### config.mk
export PLATFORM = sky130hd
export DESIGN_NAME = uart_response_arbiter
export DESIGN_NICKNAME = d
export VERILOG_FILES = /design/src/rtl/uart_bridge_pkg.sv /design/src/rtl/rr_arbiter.sv /design/src/rtl/uart_response_arbiter.sv
export SDC_FILE = /design/constraint.sdc
export NUM_CORES = 1
export LEC_CHECK = 0
export ABC_AREA = 1
export CORE_MARGIN = 2
export CORE_UTILIZATION = 30
export DETAILED_ROUTE_END_ITERATION = 7
export PLACE_DENSITY_LB_ADDON = 0.25
export SYNTH_ARGS = -nofsm -noshare
export SYNTH_HDL_FRONTEND = slang
export SYNTH_HIERARCHICAL = 1
export SYNTH_SLANG_ARGS = --single-unit
export TNS_END_PERCENT = 30
### constraint.sdc
create_clock -name clk -period 1.6 [get_ports clk]
set_input_delay 0.32 -clock clk [delete_from_list [all_inputs] [get_ports clk]]
set_output_delay 0.32 -clock clk [all_outputs]
set_load 0.03 [all_outputs]
### src/rtl/uart_bridge_pkg.sv
// Shared constants and state encoding for the UART host-link response path.
package uart_bridge_pkg;

    localparam int unsigned PKT_BYTES_DEFAULT = 16;
    localparam int unsigned PKT_W             = 128;
    localparam int unsigned CHAN_D_ID         = 3;

    typedef enum logic {
        IDLE = 1'b0,
        SEND = 1'b1
    } state_e;

endpackage

### src/rtl/rr_arbiter.sv
// Combinational round-robin pick: first asserted request at or after rr_ptr, wrapping.
module rr_arbiter #(
    parameter int unsigned NUM_REQ = 2,
    parameter int unsigned IDX_W   = (NUM_REQ > 1) ? $clog2(NUM_REQ) : 1
) (
    input  logic [NUM_REQ-1:0] req,
    input  logic [IDX_W-1:0]   rr_ptr,
    output logic [NUM_REQ-1:0] gnt,
    output logic [IDX_W-1:0]   gnt_idx
);

    logic [IDX_W:0]   w_sum;
    logic [IDX_W-1:0] w_idx;
    logic             w_found;

    always_comb begin
        gnt     = '0;
        gnt_idx = '0;
        w_found = 1'b0;
        w_sum   = '0;
        w_idx   = '0;
        for (int unsigned off = 0; off < NUM_REQ; off++) begin
            // One extra bit so rr_ptr + off never overflows before the wrap compare.
            w_sum = {1'b0, rr_ptr} + (IDX_W + 1)'(off);
            if (w_sum >= (IDX_W + 1)'(NUM_REQ)) begin
                w_sum = w_sum - (IDX_W + 1)'(NUM_REQ);
            end
            w_idx = w_sum[IDX_W-1:0];
            if (!w_found && req[w_idx]) begin
                gnt[w_idx] = 1'b1;
                gnt_idx    = w_idx;
                w_found    = 1'b1;
            end
        end
    end

endmodule

### src/rtl/uart_response_arbiter.sv
// Round-robin sharing of the UART TX byte path among packet producers;
// latches the granted packet and streams it out byte 0 first.
module uart_response_arbiter
    import uart_bridge_pkg::*;
#(
    parameter int unsigned NUM_REQ   = 2,
    parameter int unsigned PKT_BYTES = PKT_BYTES_DEFAULT,
    localparam int unsigned IDX_W    = (NUM_REQ > 1) ? $clog2(NUM_REQ) : 1
) (
    input  logic                           clk,
    input  logic                           reset_n,
    input  logic [NUM_REQ-1:0]             req_valid,
    output logic [NUM_REQ-1:0]             req_ready,
    input  logic [NUM_REQ*PKT_BYTES*8-1:0] req_data,
    output logic                           tx_valid,
    input  logic                           tx_ready,
    output logic [7:0]                     tx_byte,
    output logic                           busy,
    output logic [IDX_W-1:0]               grant_id
);

    localparam int unsigned PKT_BITS = PKT_BYTES * 8;
    localparam int unsigned CNT_W    = (PKT_BYTES > 1) ? $clog2(PKT_BYTES) : 1;

    state_e                r_state,     w_state_d;
    logic [IDX_W-1:0]      r_rr_ptr,    w_rr_ptr_d;
    logic [CNT_W-1:0]      r_byte_cnt,  w_byte_cnt_d;
    logic [PKT_BITS-1:0]   r_pkt_buf,   w_pkt_buf_d;
    logic [IDX_W-1:0]      r_grant_id,  w_grant_id_d;

    logic [NUM_REQ-1:0]    w_gnt;
    logic [IDX_W-1:0]      w_gnt_idx;
    logic [PKT_BITS-1:0]   w_sel_data;

    rr_arbiter #(
        .NUM_REQ (NUM_REQ),
        .IDX_W   (IDX_W)
    ) u_rr_arbiter (
        .req     (req_valid),
        .rr_ptr  (r_rr_ptr),
        .gnt     (w_gnt),
        .gnt_idx (w_gnt_idx)
    );

    always_comb begin
        w_sel_data = '0;
        for (int unsigned i = 0; i < NUM_REQ; i++) begin
            if (w_gnt[i]) begin
                w_sel_data = req_data[i*PKT_BITS +: PKT_BITS];
            end
        end
    end

    always_comb begin
        w_state_d    = r_state;
        w_rr_ptr_d   = r_rr_ptr;
        w_byte_cnt_d = r_byte_cnt;
        w_pkt_buf_d  = r_pkt_buf;
        w_grant_id_d = r_grant_id;
        unique case (r_state)
            IDLE: begin
                // A grant implies the matching valid, so this is the accept handshake.
                if (|w_gnt) begin
                    w_state_d    = SEND;
                    w_pkt_buf_d  = w_sel_data;
                    w_grant_id_d = w_gnt_idx;
                    w_byte_cnt_d = '0;
                    w_rr_ptr_d   = (w_gnt_idx == IDX_W'(NUM_REQ - 1)) ? '0 : w_gnt_idx + 1'b1;
                end
            end
            SEND: begin
                if (tx_ready) begin
                    if (r_byte_cnt == CNT_W'(PKT_BYTES - 1)) begin
                        w_state_d = IDLE;
                    end else begin
                        w_byte_cnt_d = r_byte_cnt + 1'b1;
                    end
                end
            end
        endcase
    end

    always_ff @(posedge clk or negedge reset_n) begin
        if (!reset_n) begin
            r_state    <= IDLE;
            r_rr_ptr   <= '0;
            r_byte_cnt <= '0;
            r_pkt_buf  <= '0;
            r_grant_id <= '0;
        end else begin
            r_state    <= w_state_d;
            r_rr_ptr   <= w_rr_ptr_d;
            r_byte_cnt <= w_byte_cnt_d;
            r_pkt_buf  <= w_pkt_buf_d;
            r_grant_id <= w_grant_id_d;
        end
    end

    assign req_ready = (r_state == IDLE) ? w_gnt : '0;
    assign tx_valid  = (r_state == SEND);
    assign tx_byte   = tx_valid ? r_pkt_buf[{r_byte_cnt, 3'b000} +: 8] : 8'h00;
    assign busy      = (r_state == SEND);
    assign grant_id  = r_grant_id;

endmodule

==> results.py <==
metrics = {
    "detailed_routing": {
        "via_per_inst": 5.37,
        "wirelength_um": 35000,
        "dr.first_iter.drc_count": 945,
        "dr.pass1.iters": 7,
        "ant_nets": 0,
        "vias": 8880,
        "drc": 17,
        "routedWlPerCell_um": 21.2,
    },
    "sta": {
        "fin_crit_sh": 1.42,
        "fmax_mhz": 439,
        "skew_ps": 11.5,
        "setup_ws_ps": -678,
        "finalHoldViolCount": 0,
        "slew_headroom": 0.684,
        "timing.final.setup_violations": 89,
        "min_period_ps": 2280,
        "worstMarginPinSlew_ps": 474,
        "rsz0062_at_grt": "yes",
        "slew_viol_final": 0,
    },
    "cts": {
        "cts_max_path_buffers": 2,
        "root_buffer": "clkbuf_16",
        "cts_max_level": 4,
        "clk_pin_slew_ps": 70,
        "numCtsBuffers": 17,
        "cts_sinks": 135,
        "cts_tree": "done",
        "clock_latency_ps": 430,
    },
    "yosys": {
        "synth_area_leaders": "dfrtp_1 (42%), nand3_1 (13%), a21oi_1 (8.3%)",
        "syn_area_um2": 8020,
        "synth_top_family_by_area": "compound AO/OA/AOI/OAI gates",
        "synth-xor-area-share": 0.00218,
        "yosysWarnings": 6,
        "synth_common_cells": "nand3_1 (213), dfrtp_1 (135), a21oi_1 (133)",
        "synth.net_count": 1263,
        "yosysMostFrequentCell": "nand3_1",
        "synth_compound_area_frac": 0.272,
        "synthArstFlopShare": 1.00,
        "synth_ff_type": "dfrtp_1",
        "synth_area_per_cell_um2": 8.01,
        "synth_adder_area_share": 0.00156,
        "synth_cell_types": 25,
        "yosysSeqAreaShare": 0.421,
        "syn_inst": 1001,
        "synth-simple-area-share": 0.194,
        "yosys.area.top_type": "dfrtp_1",
        "synth_edf_count": 0,
        "synth_top_area_share": 0.421,
        "synth-seq-cells": 135,
        "synthMuxAreaShare": 0,
    },
    "global_route": {
        "grt.total_usage": 0.218,
        "grt_pass1_vias": 8441,
        "grt_pass1_wl_um": 47600,
        "overflow": 0,
        "antenna_found_initial": 2,
        "grt_max_degree": 54,
    },
    "critical_path": {
        "end_kind": "output pin",
        "cp_max_fo": 15,
        "worstSetupPathType": "register to output pin",
        "cp.arrival_ps": 1960,
        "startpoint_type": "register",
        "cp.required_ps": 1280,
    },
    "outcome": {
        "outcome": "finished, violations left",
        "violations": "DRC, setup timing",
    },
    "layout": {
        "nFillCells": 2379,
        "antennaDiodeCount": 0,
        "ff_latch_area_um2": 3390,
        "areaGrowthSynthToFinish_pct": 71.4,
        "drive_above_1_share": 0.284,
        "utilization": 0.526,
        "stdcell_area_um2": 13700,
        "nets": 1567,
        "multi_input_area_um2": 4550,
    },
    "die": {
        "start_util": 0.307,
        "pin_count": 274,
        "die_x_um": 168,
        "core_area_um2": 26100,
        "rows": 59,
        "die_area_um2": 28100,
        "die_h_um": 168,
    },
    "placed_design": {
        "placed_area_um2": 11700,
        "dpl.hpwl_um": 23100,
        "numPortBuffers": 273,
        "gp_congestion": 0.837,
    },
    "hold_path": {
        "hold_class": "input port to asynchronous set/reset pin",
    },
    "power": {
        "ir_worst_vdd_mv": 0.753,
        "p_sw_frac": 0.421,
        "p_seq_frac": 0.261,
        "leakage_nw": 5.65,
        "switchingPower_w": 0.00941,
        "pwr_density_cell_nw_per_um2": 1630,
        "p_clk_frac": 0.177,
        "p_int_w": 0.0129,
        "comb_power_share": 0.561,
    },
    "flow_run": {
        "cap_violations": 0,
    },
}
-- critical path: stages, from the launching register on --
cell,delay (ps)
dfrtp_4,530
buf_12,170
buf_6,120
o211ai_1,210
nand3_1,170
nand3_2,100
nand2_2,70
buf_12,140
-- power groups by stage --
stage          clock, W  combinational (W)  sequential (W)
2_1_floorplan         0            0.00634         0.00559
3_3_place_gp          0             0.0107         0.00581
3_5_place_dp          0             0.0108         0.00585
4_1_cts         0.00402             0.0113         0.00581
5_1_grt         0.00418             0.0135         0.00600
6_report        0.00396             0.0125         0.00584
-- registers in the layout, indices dropped and copies added (netlist names) --
name / cells
r_byte_cnt: 4
grant_id: 1
r_pkt_buf: 128
busy: 1
r_rr_ptr: 1
-- logic make-up after synthesis --
group	count (synthesis)
xor+xnor	2
buf+inv	202
simple gates	341
flops	135
compound gates	320
fa+ha+maj	1
-- path summary, 6_finish.rpt --
| path | start | endpoint | cells past startpoint | slack (ps) |
|---|---|---|---|---|
| worst max register to register | r_rr_ptr | r_pkt_buf[48] | 8 | -100 |
| worst min-delay path | reset_n | r_pkt_buf[98] | 2 | 260 |
| worst max-delay path | r_byte_cnt[0] | tx_byte[0] | 7 | -680 |
| min in group clk | req_data[98] | r_pkt_buf[98] | 3 | 460 |
| max in group asynchronous | reset_n | r_pkt_buf[83] | 3 | 640 |
| worst min register to register | grant_id | grant_id | 2 | 500 |
-- metal layers --
metal,wire (um),up-vias,track usage
li1,-,4098,-
met1,15400,4322,0.309
met2,16300,406,0.339
met3,2640,50,0.0447
met4,622,4,0.0624
met5,27,-,0
-- cells in the final DEF, fill, tap and decap left out, types with 7 or more instances in the layout --
master and count:
nand2_1 80, a21oi_2 110, buf_4 36, o21ai_0 17
buf_12 26, clkdlybuf4s50_1 258, nor2_1 35, a21oi_1 55
buf_6 28, dfrtp_1 131, nand3_2 18, a21oi_4 21
inv_1 98, o211ai_1 12, o21ai_1 8, nand2_2 8
a22oi_2 43, buf_16 7, clkbuf_16 31, nand3_1 190
a22oi_1 53
-- what timing repair did --
item / 4_1_cts / 5_1_grt
buffers inserted: 1 / 8
resized for setup: 45 / 171
hold endpoints to repair: 100 / 0
setup endpoints to repair: 18 / 122
pin swaps: 8 / 31
cloned: 1 / 24
hold buffers: 1 / 0
-- layout make-up --
type | instances | share of cell area
clock buffers | 18 | 0.0312
clock inverters | 14 | 0.0108
inverters | 107 | 0.0331
multi-input cells | 664 | 0.331
flip-flops and latches | 135 | 0.246
well taps | 335 | 0.0305
repair buffers | 376 | 0.314
repair inverters | 4 | 0.00328
-- stage by stage --
| step | instances | setup slack, ps | total power [W] | TNS [ps] | hold slack [ps] |
|---|---|---|---|---|---|
| 3_5_place_dp | 1587 | -446 | 0.0167 | -50250 | 146 |
| 4_1_cts | 1622 | -680 | 0.0212 | -6310 | 259 |
| 2_1_floorplan | 1001 | -10.3 | 0.0119 | -32.0 | 24.4 |
| 6_report | 1653 | -678 | 0.0223 | -8030 | 264 |
| 5_1_grt | 1653 | -775 | 0.0237 | -16010 | 264 |
| 3_3_place_gp | 1587 | -403 | 0.0165 | -47300 | 147 |
(Power assumes the default switching activity.)
==> patch 1 (same flow settings) <==
Take the reset off `r_pkt_buf` and load it in a clocked block of its own.
--- a/src/rtl/uart_response_arbiter.sv
+++ b/src/rtl/uart_response_arbiter.sv
@@ -87,3 +87,2 @@
             r_byte_cnt <= '0;
-            r_pkt_buf  <= '0;
             r_grant_id <= '0;
@@ -93,5 +92,8 @@
             r_byte_cnt <= w_byte_cnt_d;
-            r_pkt_buf  <= w_pkt_buf_d;
             r_grant_id <= w_grant_id_d;
         end
+    end
+
+    always_ff @(posedge clk) begin
+        r_pkt_buf <= w_pkt_buf_d;
     end
Formal check against the unedited RTL: no difference found for any inputs over 4 cycles, from zero or initial values and one cycle with reset_n low; that may be too few to reach the edited logic, so the function may still have changed.
==> patch 1 against the unedited design <==
  * The flow finishes with violations (setup timing)
  * Wire length decreased by 27%
  * Setup slack got worse by 0.055 ns
  * First-iteration DRC count decreased by 59%
  * Hold slack got worse by 0.068 ns
  * Clock power increased by 7.8%
  * Maximum frequency decreased by 2.4%
  * Cell count decreased by 4.5%
  * Register-to-register slack got worse by 0.15 ns
  * Clock skew decreased by 0.0039 ns
  * Cell area decreased by 8.2%
  * Sequential cell count unchanged
  * Core utilization decreased by 0.84 points
  * Total power decreased by 21%
  * Area after synthesis decreased by 6.9%
  * Critical path type unchanged
  * Largest cell class is now buffers
  * Highest routed layer is now met4
==> patch 1: results (changes against the unedited design) <==
yosys-top-cells-area: "sky130_fd_sc_hd__edfxtp_1, sky130_fd_sc_hd__nand2_1, sky130_fd_sc_hd__nand3_1, sky130_fd_sc_hd__dfrtp_1, sky130_fd_sc_hd__inv_1"
holdWs_ns: 0.196  # -0.0676 ns
place.detailed.instances: 1519  # -4.3%
fin_ws_ns: -0.733  # -0.0550 ns
grt_use_total_pct: 18.7  # -3.2 points
synth_cell_types: 21  # -16%
run_status: "finished with violations"
static-leakage-power_uw: 0.00537  # -5.1%
slew-limit-headroom_pct: 54.5  # -14 points
grt_max_degree: 76  # +41%
via_per_inst: 4.61  # -14%
worst-path-max-fanout: 7  # -8
firstDrtPassIters: 5  # -2
synth_flop_cell: "sky130_fd_sc_hd__edfxtp_1"
ys_top_cells_by_count: "sky130_fd_sc_hd__nand2_1, sky130_fd_sc_hd__nand3_1, sky130_fd_sc_hd__edfxtp_1, sky130_fd_sc_hd__inv_1, sky130_fd_sc_hd__nor2_1"
reg2reg_slack_ns: -0.25  # -0.15 ns
grt_pass1_wl_microns: 37700  # -21%
place.detailed.hpwl_microns: 17700  # -23%
gp_routability_congestion: 0.830  # -0.81%
synth.yosys.seq_area_share_pct: 53.8  # +12 points
crit_path_max_incr_delay_ns: 0.45  # -0.08 ns
drt_first_iter_violations: 391  # -59%
antenna_violations_before_repair: 0  # -2
vdd_drop_max_uv: 1300  # +72%
fin_skew_ns: 0.00760  # -0.00394 ns
finalNonFillerCells: 1578  # -4.5%
violations: "setup timing"
postSynthNetCount: 1190  # -5.8%
synthCells: 928  # -7.3%
first_global_vias: 7157  # -15%
avgRoutedWirePerCell_microns: 16.1  # -24%
critical_path.slowest_cell: "sky130_fd_sc_hd__dfrtp_2"
synth_async_sr_flop_share_pct: 5.19  # -95 points
finalSetupViolCount: 171  # +92%
synth_edf_count: 128  # +128
drive_gt1_share_pct: 16.7  # -12 points
-- patch 1: cell count changes after synthesis, sizes merged, moves of 24 or more --
cell	before	now
a22oi	96	0
clkbuf	52	14
edfxtp	0	128
a21oi	186	6
nand2	92	390
nand3	213	189
dfrtp	135	7
inv	106	50
-- patch 1: per-stage QoR --
step	power [uW]	TNS [ns]	instance area [sq um]	util (%)	setup slack, ns
after floorplan	8450	-199.97	7500	-	-1.53
after global placement	11900	-103.54	11000	45.2	-0.474
after detailed placement	11900	-103.86	11000	45.2	-0.480
after CTS	17100	-18.92	12300	50.3	-0.736
after global routing	18700	-39.58	12600	51.7	-0.802
final	17700	-29.15	12600	51.7	-0.733
-- patch 1: cell families after synthesis --
kind of cell    after synthesis  synth area share (%)
simple gates                622                  34.5
buf+inv                     120                  7.61
xor+xnor                      2                 0.235
flops                       135                  53.8
compound gates               48                  3.65
fa+ha+maj                     1                 0.168
-- patch 1: routing by layer --
metal	vias to the layer above	track usage, %	wire length [microns]
met4	0	5.43	439
li1	3705	-	-
met5	-	0	0
met2	241	31.1	12300
met1	3304	23.9	11200
met3	23	4.88	1530
-- patch 1: power by group --
part / switching (uW) / internal (uW) / total (uW)
Sequential: 189 / 4280 / 4470
Combinational: 4850 / 4130 / 8980
Clock: 1510 / 2760 / 4270
-- patch 1: path summary, 6_finish.rpt --
| path | endpoint | cells past startpoint |
|---|---|---|
| worst max-delay path | tx_byte[0] | 7 |
| min in group clk | grant_id | 2 |
| worst max register to register | r_pkt_buf[112] | 10 |
| worst min-delay path | r_byte_cnt[2] | 1 |
| worst min register to register | grant_id | 2 |
| max in group asynchronous | r_rr_ptr | 1 |
-- patch 1: layout make-up --
class,instances,area [sq um]
clock buffer,19,433
sequential,135,4020
tap,324,405
clock inverter,12,203
multi-input combinational,673,3250
inverter,51,203
fill,2302,11800
timing repair buffer,364,4110
-- patch 1: what timing repair did --
action	in CTS	in global routing
gates cloned	8	5
hold buffers	0	0
buffers inserted	15	5
setup endpoints to repair	145	225
pin swaps	24	25
gates resized for setup	76	64
==> patch 2 (same flow settings) <==
Made on the original files. Set the package constant `PKT_BYTES_DEFAULT` to 8 (it was 16).
--- a/src/rtl/uart_bridge_pkg.sv
+++ b/src/rtl/uart_bridge_pkg.sv
@@ -3,3 +3,3 @@
 
-    localparam int unsigned PKT_BYTES_DEFAULT = 16;
+    localparam int unsigned PKT_BYTES_DEFAULT = 8;
     localparam int unsigned PKT_W             = 128;
Interface: changed (resized req_data); port bits go from 274 to 146. No check against the original RTL was run, so the function may have changed too.
==> patch 2 against the unedited design <==
  * The run ends with hold timing, setup timing left
  * Cell count down 44%
  * Setup slack better by 0.34 ns
  * Area after synthesis down 48%
  * Total power down 46%
  * Clock power down 49%
  * Core utilization down 4.9 points
  * Critical path type unchanged
  * Wire length down 63%
  * Clock skew down 0.0075 ns
  * Critical path depth up 1
  * Sequential cell count down 65
  * Cell area down 52%
  * Non-clock buffer count down 204
  * Via count down 50%
==> patch 2: results (changes against the unedited design) <==
cts_inserted_buffers: 9  # -8
register_area_sq_um: 1750  # -48%
detail_route.wirelength.met1_microns: 5810  # -62%
area_share_clock_buf_inv_pct: 4.73  # +0.52 points
totalWireLength_microns: 12800  # -63%
met3_length_microns: 711  # -73%
nNonClkBuffers: 172  # -54%
grt_pass1_wl_microns: 20200  # -58%
finalNonFillerCells: 930  # -44%
fin_ws_ns: -0.341  # +0.338 ns
firstDrtPassIters: 5  # -2
run_status: "finished with violations"
drt_first_iter_violations: 240  # -75%
yosys-top-cells-area: "sky130_fd_sc_hd__dfrtp_1, sky130_fd_sc_hd__a21oi_1, sky130_fd_sc_hd__nand3_1, sky130_fd_sc_hd__nand2_1, sky130_fd_sc_hd__nor2_1"
place.detailed.hpwl_microns: 9370  # -59%
multi_input_gates: 421  # -37%
finalHoldViolations: 19  # +19
critical_path.slowest_cell: "sky130_fd_sc_hd__dfrtp_2"
grt_use_total_pct: 16.9  # -4.9 points
holdWs_ns: -0.00948  # -0.273 ns
endpoint: "tx_byte[6]"
inv_count: 71  # -36%
gp_routability_congestion: 0.795  # -4.9%
crit_path_max_incr_delay_ns: 0.43  # -0.10 ns
synth.yosys.seq_area_share_pct: 41.7  # -0.42 points
violations: "hold timing, setup timing"
antenna_violations_before_repair: 0  # -2
vias: 4467  # -50%
met2_usage_pct: 27.6  # -6.3 points
met3_layer_usage_reported_by_global_route_pct: 3.16  # -1.3 points
finalSetupViolCount: 8  # -91%
ys_top_cells_by_count: "sky130_fd_sc_hd__a21oi_1, sky130_fd_sc_hd__nand3_1, sky130_fd_sc_hd__nand2_1, sky130_fd_sc_hd__nor2_1, sky130_fd_sc_hd__dfrtp_1"
-- patch 2: changes by cell type after synthesis, moves of 35 or more --
cell and change:
sky130_fd_sc_hd__clkbuf_1 -44, sky130_fd_sc_hd__nor2_1 +46, sky130_fd_sc_hd__a21oi_2 -53, sky130_fd_sc_hd__nand3_1 -109, sky130_fd_sc_hd__dfrtp_1 -65, sky130_fd_sc_hd__inv_1 -35, sky130_fd_sc_hd__a22oi_1 -75
-- patch 2: worst min-delay path by stage --
stage	from	endpoint	slack, ns
after detailed placement	reset_n	r_pkt_buf[41]	0.36
after floorplan	reset_n	busy	0.02
after global routing	reset_n	r_pkt_buf[45]	0.03
after global placement	reset_n	r_pkt_buf[41]	0.35
final	reset_n	r_pkt_buf[41]	-0.009
after CTS	reset_n	r_pkt_buf[41]	0.01
-- patch 2: what timing repair did --
action                                  CTS  global route
cloned                                    0             2
pin swaps                                 0            19
resized for setup                        11            60
endpoints found under the setup margin   11            60
buffers inserted                          0             1
-- patch 2: report_power, final --
part           internal (uW)  leakage, uW  switching (uW)  total (uW)
Sequential              2690     0.000800             616        3300
Combinational           2940      0.00211            3790        6730
Clock                   1290     0.000144             736        2020
Total                   6920      0.00306            5140       12100
-- patch 2: cells by family (layout without fill, tap and decap cells) --
| group | Yosys count | in the layout | share of synthesized area (%) |
|---|---|---|---|
| buf+inv | 119 | 259 | 12.8 |
| compound gates | 135 | 135 | 16.3 |
| fa+ha+maj | 2 | 2 | 0.596 |
| simple gates | 284 | 284 | 28.6 |
| flops | 70 | 70 | 41.7 |
-- patch 2: through the flow --
step | instance area [sq um] | setup slack [ns]
6_report | 6570 | -0.341
5_1_grt | 6570 | -0.401
4_1_cts | 6290 | -0.335
3_5_place_dp | 5960 | -0.311
3_3_place_gp | 5960 | -0.250
2_1_floorplan | 4230 | -0.00750
